===== src/rtl/axi_read_arbiter_2_pkg.sv =====
// ---------------------------------------------------------------------------
// axi_read_arbiter_2_pkg
// Shared AXI read-path definitions used by the two-master read arbiter:
//   - AXI_POINTER_BITS : width of the grant pointer steering the AR/R muxes
//   - Pointer          : grant select encoding (SEL0 = master 0, SEL1 = master 1)
//   - other_ptr()      : returns the opposite master's pointer value
// ---------------------------------------------------------------------------
package axi_read_arbiter_2_pkg;

    localparam int AXI_POINTER_BITS = 1;

    typedef enum logic [AXI_POINTER_BITS-1:0] {
        SEL0 = 1'b0,
        SEL1 = 1'b1
    } Pointer;

    // Opposite master of the one given; used for the round-robin tie break.
    function automatic Pointer other_ptr(input Pointer p);
        Pointer r;
        if (p == SEL0) begin
            r = SEL1;
        end else begin
            r = SEL0;
        end
        return r;
    endfunction

endpackage : axi_read_arbiter_2_pkg


===== src/rtl/axi_read_arbiter_2_chk.sv =====
// ---------------------------------------------------------------------------
// axi_read_arbiter_2_chk
// Property checker for the read arbiter's registered outputs.
// Ports (all inputs):
//   ACLK, ARESETn : clock and asynchronous active-low reset
//   pointer       : grant pointer driven by the arbiter
//   ar_en         : AR pass-through enable
//   busy          : transaction granted
// ---------------------------------------------------------------------------
module axi_read_arbiter_2_chk #(
    parameter int PTR_W = 1
) (
    input logic             ACLK,
    input logic             ARESETn,
    input logic [PTR_W-1:0] pointer,
    input logic             ar_en,
    input logic             busy
);

    // AR may only be forwarded while a transaction is granted.
    a_ar_en_implies_busy: assert property (
        @(posedge ACLK) disable iff (!ARESETn) ar_en |-> busy
    );

    // The grant is frozen for the whole lifetime of a transaction.
    a_pointer_stable: assert property (
        @(posedge ACLK) disable iff (!ARESETn)
        (busy && $past(busy)) |-> (pointer == $past(pointer))
    );

endmodule : axi_read_arbiter_2_chk


===== src/rtl/axi_read_arbiter_2_rr_pick_2.sv =====
// ---------------------------------------------------------------------------
// rr_pick_2
// Combinational two-input round-robin picker.
// Ports:
//   req0, req1  in  : request lines of master 0 / master 1
//   last_served in  : master that completed the most recent burst
//   winner      out : selected master; on a tie the master not served last
//                     wins, a single requester wins outright. With no request
//                     the output is SEL0 and is ignored by the caller.
// ---------------------------------------------------------------------------
module rr_pick_2
    import axi_read_arbiter_2_pkg::*;
(
    input  logic   req0,
    input  logic   req1,
    input  Pointer last_served,
    output Pointer winner
);

    // Priority selection between the two requesters.
    always_comb begin
        winner = SEL0;
        case ({req1, req0})
            2'b01:   winner = SEL0;
            2'b10:   winner = SEL1;
            2'b11:   winner = other_ptr(last_served);
            default: winner = SEL0;
        endcase
    end

endmodule : rr_pick_2


===== src/rtl/axi_read_arbiter_2.sv =====
// ---------------------------------------------------------------------------
// axi_read_arbiter_2
// Read-path arbiter between two AXI masters and one slave port. Grants one
// master per read burst (round-robin), holds the grant until the last R beat
// and drives the pointer steering the downstream AR/R channel muxes.
// Parameters:
//   PTR_W      : width of the grant pointer
// Ports:
//   ACLK       in  : clock, rising edge
//   ARESETn    in  : asynchronous active-low reset
//   arvalid0   in  : ARVALID of master 0
//   arvalid1   in  : ARVALID of master 1
//   arready_s  in  : ARREADY from the slave port
//   rvalid_s   in  : RVALID from the slave port
//   rlast_s    in  : RLAST from the slave port
//   rready_m   in  : RREADY of the granted master (already muxed)
//   pointer    out : grant select (SEL0/SEL1), registered
//   ar_en      out : enables the muxed ARVALID/ARREADY, registered
//   busy       out : a transaction is granted, registered
// ---------------------------------------------------------------------------
module axi_read_arbiter_2
    import axi_read_arbiter_2_pkg::*;
#(
    parameter int PTR_W = AXI_POINTER_BITS
) (
    input  logic             ACLK,
    input  logic             ARESETn,
    input  logic             arvalid0,
    input  logic             arvalid1,
    input  logic             arready_s,
    input  logic             rvalid_s,
    input  logic             rlast_s,
    input  logic             rready_m,
    output logic [PTR_W-1:0] pointer,
    output logic             ar_en,
    output logic             busy
);

    typedef enum logic [1:0] {
        IDLE = 2'd0,
        ADDR = 2'd1,
        DATA = 2'd2
    } state_t;

    state_t state_r;
    Pointer pointer_r;
    Pointer last_served_r;
    Pointer pick_s;
    logic   ar_en_r;
    logic   busy_r;
    logic   any_req_s;
    logic   arvalid_sel_s;
    logic   ar_hs_s;
    logic   r_last_hs_s;

    rr_pick_2 u_pick (
        .req0        (arvalid0),
        .req1        (arvalid1),
        .last_served (last_served_r),
        .winner      (pick_s)
    );

    // ARVALID of the currently granted master.
    always_comb begin
        arvalid_sel_s = 1'b0;
        if (pointer_r == SEL1) begin
            arvalid_sel_s = arvalid1;
        end else begin
            arvalid_sel_s = arvalid0;
        end
    end

    assign any_req_s   = arvalid0 | arvalid1;
    assign ar_hs_s     = arvalid_sel_s & arready_s;
    assign r_last_hs_s = rvalid_s & rready_m & rlast_s;

    // Grant FSM with registered outputs; pointer only loads in IDLE so it is
    // frozen from grant through the last R beat. A granted master dropping
    // ARVALID simply leaves the FSM waiting in ADDR.
    always_ff @(posedge ACLK or negedge ARESETn) begin
        if (!ARESETn) begin
            state_r       <= IDLE;
            pointer_r     <= SEL0;
            last_served_r <= SEL1;
            ar_en_r       <= 1'b0;
            busy_r        <= 1'b0;
        end else begin
            case (state_r)
                IDLE: begin
                    if (any_req_s) begin
                        state_r   <= ADDR;
                        pointer_r <= pick_s;
                        ar_en_r   <= 1'b1;
                        busy_r    <= 1'b1;
                    end else begin
                        state_r   <= IDLE;
                        ar_en_r   <= 1'b0;
                        busy_r    <= 1'b0;
                    end
                end
                ADDR: begin
                    if (ar_hs_s) begin
                        state_r <= DATA;
                        ar_en_r <= 1'b0;
                    end else begin
                        state_r <= ADDR;
                        ar_en_r <= 1'b1;
                    end
                    busy_r <= 1'b1;
                end
                DATA: begin
                    ar_en_r <= 1'b0;
                    if (r_last_hs_s) begin
                        state_r       <= IDLE;
                        last_served_r <= pointer_r;
                        busy_r        <= 1'b0;
                    end else begin
                        state_r <= DATA;
                        busy_r  <= 1'b1;
                    end
                end
                default: begin
                    // Unreachable encoding: recover to a safe idle state.
                    state_r       <= IDLE;
                    pointer_r     <= SEL0;
                    last_served_r <= SEL1;
                    ar_en_r       <= 1'b0;
                    busy_r        <= 1'b0;
                end
            endcase
        end
    end

    assign pointer = PTR_W'(pointer_r);
    assign ar_en   = ar_en_r;
    assign busy    = busy_r;

    axi_read_arbiter_2_chk #(
        .PTR_W (PTR_W)
    ) u_chk (
        .ACLK    (ACLK),
        .ARESETn (ARESETn),
        .pointer (pointer),
        .ar_en   (ar_en),
        .busy    (busy)
    );

endmodule : axi_read_arbiter_2


===== config.mk =====
export PLATFORM = sky130hd
export DESIGN_NAME = axi_read_arbiter_2
export DESIGN_NICKNAME = d
export VERILOG_FILES = /design/src/rtl/axi_read_arbiter_2_pkg.sv /design/src/rtl/axi_read_arbiter_2_chk.sv /design/src/rtl/axi_read_arbiter_2_rr_pick_2.sv /design/src/rtl/axi_read_arbiter_2.sv
export SDC_FILE = /design/constraint.sdc
export NUM_CORES = 1
export LEC_CHECK = 0
export ABC_AREA = 1
export BUFFER_PORTS_ARGS = -buffer_cell sky130_fd_sc_hd__buf_2
export CORE_AREA = 5 5 42 44
export CTS_BUF_LIST = sky130_fd_sc_hd__clkbuf_8
export DETAILED_ROUTE_END_ITERATION = 8
export DIE_AREA = 0 0 47 49
export HOLD_SLACK_MARGIN = 0.02
export PLACE_DENSITY_LB_ADDON = 0.1
export SYNTH_ARGS = -nofsm -noshare
export SYNTH_HDL_FRONTEND = slang
export SYNTH_SLANG_ARGS = --single-unit

===== constraint.sdc =====
create_clock -name ACLK -period 1.2 [get_ports ACLK]
set_input_delay 0.06 -clock ACLK [delete_from_list [all_inputs] [get_ports ACLK]]
set_output_delay 0.06 -clock ACLK [all_outputs]
set_load 0.01 [all_outputs]

==> flow_summary_export.csv, run 1 <==
group,metric,value,unit
global_routing,grt_pass1_vias,286,
logic_synthesis,synth_common_cells,"nand2_1 (10), inv_1 (8), dfrtp_1 (5), ha_1 (4), nand3_1 (4)",
setup_path,startpoint,"state_r[1]",
logic_synthesis,netlist_area,353,sq um
global_routing,grt_usage,6.92,%
timing,worst_slew_pin_slew,0.168,ns
worst_hold_path,hold_class,"input port to flip-flop",
final_layout,stdcell_count,74,
clock_network,tritoncts,"done",
placed_design,io_buffers,10,
final_layout,fillers,157,
logic_synthesis,synth-edff-count,0,
job,drv_cap,0,
timing,rsz0062_at_grt,"no",
logic_synthesis,ys.warnings.count,0,
logic_synthesis,synth_area_leaders,"dfrtp_1 (35%), ha_1 (14%), nand2_1 (11%), inv_1 (8.5%), dfstp_2 (7.4%)",
clock_network,cts_buffers,3,
drt,firstDrtPassIters,2,
drt,vias,310,
global_routing,antenna_found_initial,0,
timing,max_slew_margin,88.8,%
placed_design,place.gp.congestion,0.758,
logic_synthesis,ys_seq_elements,6,
logic_synthesis,synth_ff_type,"dfrtp_1",
die,die_w,47,microns
global_routing,grt_max_degree,7,
clock_network,cts_num_sinks,6,
worst_hold_path,holdCritStartpoint,"arready_s",
timing,finalHoldViolCount,0,
drt,wl,752,microns
die,io_pins,11,
drt,vias_per_cell,4.19,
placed_design,post-dp-hpwl,626,microns
drt,routedWlPerCell,10.2,microns
power,p_leak,0.257,nW
power,pwr-share-clk,24.9,%
die,die-height,49,microns
timing,tns,0,ns
setup_path,path_max_fanout,4,
setup_path,cp_num_buf_inv,1,
placed_design,placedCellCount,69,
clock_network,cts-root-buf,"clkbuf_8",
clock_network,clock_path_buffers,2,
setup_path,critical_path.cell_chain,"inv_1 -> ha_2 -> nand2_1 -> a21oi_1 -> nand2_1 -> o21ai_0",
final_layout,design_area,480,sq um
power,p_comb_share,44.7,%
clock_network,ctsHtreeMaxLevel,1,
global_routing,grt_overflow_total,0,
setup_path,critical_path.startpoint_type,"flip-flop",
power,intPower,771,uW
clock_network,clock_latency,0.22,ns
final_layout,final_util,34.3,%
logic_synthesis,syn_inst,43,
die,initial_core_util,25.2,%
setup_path,slowest_delay,0.40,ns
setup_path,critPathSlowestCell,"dfrtp_1",
setup_path,critPathTopFamily,"flip-flops",
die,fp-row-count,14,
drt,antenna_left,0,
clock_network,cts_setup_buffers,0,
timing,max_freq,0.910,GHz
timing,finClkSkew,0.00386,ns
power,switchingPower,475,uW
global_routing,grt_pass1_wl,1100,microns
setup_path,cp.required,1.34,ns
power,peakVddDrop,0.625,mV
power,power_density,2590,mW/mm^2
final_layout,diodes,0,
timing,period_needed,1.10,ns
placed_design,dpl_cell_area,423,sq um
logic_synthesis,synth_top_area_share,35.5,%
setup_path,cp_common_cell,"nand2_1",
die,core_area,0.00140,sq mm
power,switching_share,38.1,%
logic_synthesis,yosysTopAreaCell,"dfrtp_1",
timing,whs,0.133,ns
clock_network,path_clk_slew,0.04,ns
logic_synthesis,syn_area_per_cell,8.21,sq um
drt,initialDrtViolationCount,1,
logic_synthesis,yosysSeqAreaShare,42.9,%
final_layout,area_growth,36.2,%
timing,finalMaxSlewViolations,0,
logic_synthesis,synth.distinct_cells,14,
setup_path,cp.arrival,1.24,ns
drt,drc_errors,0,
setup_path,critical_path_class,"flip-flop to flip-flop",
logic_synthesis,synth_most_common_cell,"nand2_1",
die,die_area,0.00230,sq mm
timing,period_share,91.6,%
timing,setup_viol,0,
final_layout,layout-drive-gt1-share,32.8,%
logic_synthesis,synth.net_count,55,
setup_path,critPathCaptureType,"flip-flop",
final_layout,nets,71,
logic_synthesis,async_flop_share,100,%
setup_path,r2r-start,"state_r[1]",
status,status,"completed",
power,p_seq_share,30.4,%
worst reg2reg max path, stage by stage, from the launching register on:
cell	delay, ns
dfrtp_1	0.40
inv_1	0.09
ha_2	0.22
nand2_1	0.06
a21oi_1	0.12
nand2_1	0.06
o21ai_0	0.06
path summary, 6_finish.rpt:
kind,to,slack (ns),cells past startpoint
max in group asynchronous,last_served_r,0.80,2
max reg2reg,pointer,0.10,6
min,state_r[1],0.13,3
max,pointer,0.10,6
min reg2reg,last_served_r,0.46,2
min in group asynchronous,state_r[1],0.18,2
logic make-up (layout without fill, tap and decap cells):
group	Yosys count	after routing	synth area share, %
AO/OA/AOI/OAI	6	6	10.6
adder cells (fa/ha/maj)	4	4	14.2
AND/OR/NAND/NOR	18	18	22.7
buffers and inverters	9	24	9.57
flip-flops	6	6	42.9
cell type report:
cell class | count | area, sq um | area share (%)
multi-input combinational | 28 | 170 | 35.4
sequential | 6 | 151 | 31.5
timing repair buffer | 11 | 60.1 | 12.5
clock buffer | 3 | 41.3 | 8.59
inverter | 9 | 33.8 | 7.03
tap | 16 | 20.0 | 4.17
clock inverter | 1 | 3.75 | 0.781
cells in the final DEF (no fill, tap or decap), drive strengths merged:
cell,Yosys,layout
buf,0,10
nand3,4,4
dfrtp,5,5
o21ai,2,2
inv,9,10
dlygate4sd3,0,1
nand2,11,11
dfstp,1,1
nor2,1,1
nand4,2,2
ha,4,4
clkbuf,0,3
a21oi,4,4
power by group through the flow:
stage	sequential, mW	clock (mW)	combinational, mW
final	0.379	0.310	0.557
after detailed placement	0.380	0	0.557
after floorplan	0.388	0	0.392
after global placement	0.387	0	0.558
after global routing	0.389	0.328	0.644
after CTS	0.382	0.322	0.557
flip-flops by register name, indices dropped and copies added (netlist names):
register / flops
state_r: 2
ar_en: 1
busy: 1
last_served_r: 1
pointer: 1
metrics by stage:
step	worst slack (ns)	power, mW
2_1_floorplan	0.176	0.781
3_3_place_gp	0.0710	0.945
3_5_place_dp	0.0881	0.937
4_1_cts	0.0787	1.26
5_1_grt	0.0164	1.36
6_report	0.101	1.25
layer usage:
metal	global-route usage, %	part of all wire (%)
met5	0	0
met4	5.53	2.0
met3	2.21	6.0
met2	9.95	46
met1	7.98	46
what timing repair did:
| action | CTS | global route |
|---|---|---|
| setup endpoints to repair | 0 | 2 |
| hold buffers | 1 | 0 |
| hold endpoints to repair | 6 | 0 |
| resized for setup | 0 | 1 |
Note: power is estimated with default switching activity, not from simulation.
==> run 2, diff against run 1 <==
--- a/config.mk
+++ b/config.mk
@@ -13,6 +13,7 @@
 export DIE_AREA = 0 0 47 49
 export HOLD_SLACK_MARGIN = 0.02
 export PLACE_DENSITY_LB_ADDON = 0.1
+export SETUP_SLACK_MARGIN = 0.5
 export SYNTH_ARGS = -nofsm -noshare
 export SYNTH_HDL_FRONTEND = slang
 export SYNTH_SLANG_ARGS = --single-unit
==> flow_summary_export.csv, run 2 (synthesis gave the netlist of run 1 again) <==
group,metric,value,unit
status,status,"completed",
timing,max_slew_margin,90.0,%
setup_path,cp.required,1.35,ns
drt,initialDrtViolationCount,0,
drt,vias_per_cell,4.16,
setup_path,cp_common_cell,"nand2_1",
setup_path,critPathSlowestCell,"dfrtp_2",
clock_network,cts_num_sinks,6,
timing,period_needed,1.05,ns
power,finalPower,1.41,mW
final_layout,largest_reg_flops,2,
drt,routedWlPerCell,9.82,microns
global_routing,grt_max_degree,7,
drt,vias,308,
placed_design,place.gp.congestion,0.749,
placed_design,post-dp-hpwl,603,microns
clock_network,ctsHtreeMaxLevel,1,
final_layout,fillers,154,
global_routing,grtUsageMet1,10.4,%
setup_path,slowest_delay,0.44,ns
global_routing,top_usage_layer,"met1",
job,drv_cap,0,
timing,max_freq,0.951,GHz
die,core_area,0.00140,sq mm
power,p_leak,0.259,nW
timing,tns,0,ns
timing,setup_viol,0,
power,power_density,2650,mW/mm^2
final_layout,layout_common_cells,"buf_2 (10), nand2_1 (9), inv_1 (5)",
global_routing,grt_pass1_vias,310,
die,die_area,0.00230,sq mm
clock_network,cts-root-buf,"clkbuf_8",
die,initial_core_util,25.2,%
timing,setup_ws,0.148,ns
clock_network,cts_buffers,3,
placed_design,place_ws,0.176,ns
die,die-height,49,microns
drt,firstDrtPassIters,1,
setup_path,critPathTopFamily,"flip-flops",
timing,rsz0062_at_grt,"yes",
global_routing,grt_overflow_total,0,
global_routing,grt_pass1_wl,1240,microns
clock_network,clock_path_buffers,2,
final_layout,largest-register,"state_r",
setup_path,path_max_fanout,4,
setup_path,critical_path_class,"flip-flop to flip-flop",
setup_path,critPathCaptureType,"flip-flop",
global_routing,grt_use_met3,1.11,%
final_layout,regArea,154,sq um
drt,wl,727,microns
timing,whs,0.139,ns
power,peakVddDrop,0.834,mV
die,fp-row-count,14,
worst_hold_path,hold_class,"input port to flip-flop",
drt,drc_errors,0,
clock_network,tritoncts,"done",
timing,finalHoldViolCount,0,
setup_path,critical_path.cell_chain,"inv_4 -> ha_4 -> nand2_1 -> a21oi_1 -> nand2_1 -> o21ai_1",
clock_network,clock_latency,0.22,ns
final_layout,diodes,0,
timing,worst_slew_pin_slew,0.150,ns
final_layout,final_common_cell,"buf_2",
final_layout,area_growth,50.4,%
die,die_w,47,microns
final_layout,nets,71,
setup_path,cp.arrival,1.20,ns
timing,finalMaxSlewViolations,0,
setup_path,critical_path.startpoint_type,"flip-flop",
timing,finClkSkew,0.00275,ns
final_layout,multi_input_area,213,sq um
global_routing,antenna_found_initial,0,
clock_network,path_clk_slew,0.04,ns
drt,antenna_left,0,
die,io_pins,11,
clock_network,cts_setup_buffers,0,
timing,period_share,87.7,%
placed_design,io_buffers,10,
setup_path,cp_num_buf_inv,1,
global_routing,grt_usage,7.27,%
final_layout,layout-drive-gt1-share,48.3,%
global_routing,met2_usage,9.28,%
run 2: area by class of cell:
cell class | count | share of cell area, %
clock buffers | 3 | 7.78
clock inverters | 1 | 0.708
inverters | 9 | 7.31
multi-input cells | 28 | 40.1
flip-flops and latches | 6 | 29.0
well taps | 16 | 3.77
repair buffers | 11 | 11.3
run 2: per-layer routing:
| layer | part of all wire [%] | wire length (microns) |
|---|---|---|
| met1 | 50 | 366 |
| met5 | 0 | 0 |
| met2 | 43 | 310 |
| met4 | 0 | 0 |
| met3 | 6.9 | 50 |
run 2: final timing paths:
check	slack [ns]	cells past startpoint	from	to
max	0.15	6	state_r[0]	pointer
min	0.14	3	arready_s	state_r[1]
max reg2reg	0.15	6	state_r[0]	pointer
min reg2reg	0.46	2	last_served_r	last_served_r
max in group asynchronous	0.79	2	ARESETn	last_served_r
min in group asynchronous	0.19	2	ARESETn	busy
run 2: worst min-delay path, stage by stage:
cell     delay (ns)
buf_2          0.10
nand4_1        0.09
a21oi_1        0.07
run 2: stage by stage:
stage | utilization, % | area (sq um) | std cells
finish | 37.9 | 531 | 74
global route | 37.9 | 531 | 74
CTS | 35.5 | 498 | 74
detailed placement | 31.6 | 443 | 69
global placement | 31.6 | 443 | 69
floorplan | - | 373 | 43
run 2: where the power goes:
part | leakage (nW) | switching, mW | internal, mW
clock | 0.0269 | 0.0922 | 0.220
combinational | 0.163 | 0.363 | 0.313
sequential | 0.0692 | 0.0932 | 0.324
run 2: repair_timing:
action	CTS	global route
endpoints found under the hold margin	6	0
pin swaps	1	3
hold buffers	1	0
gates resized for setup	0	7
setup endpoints to repair	9	9
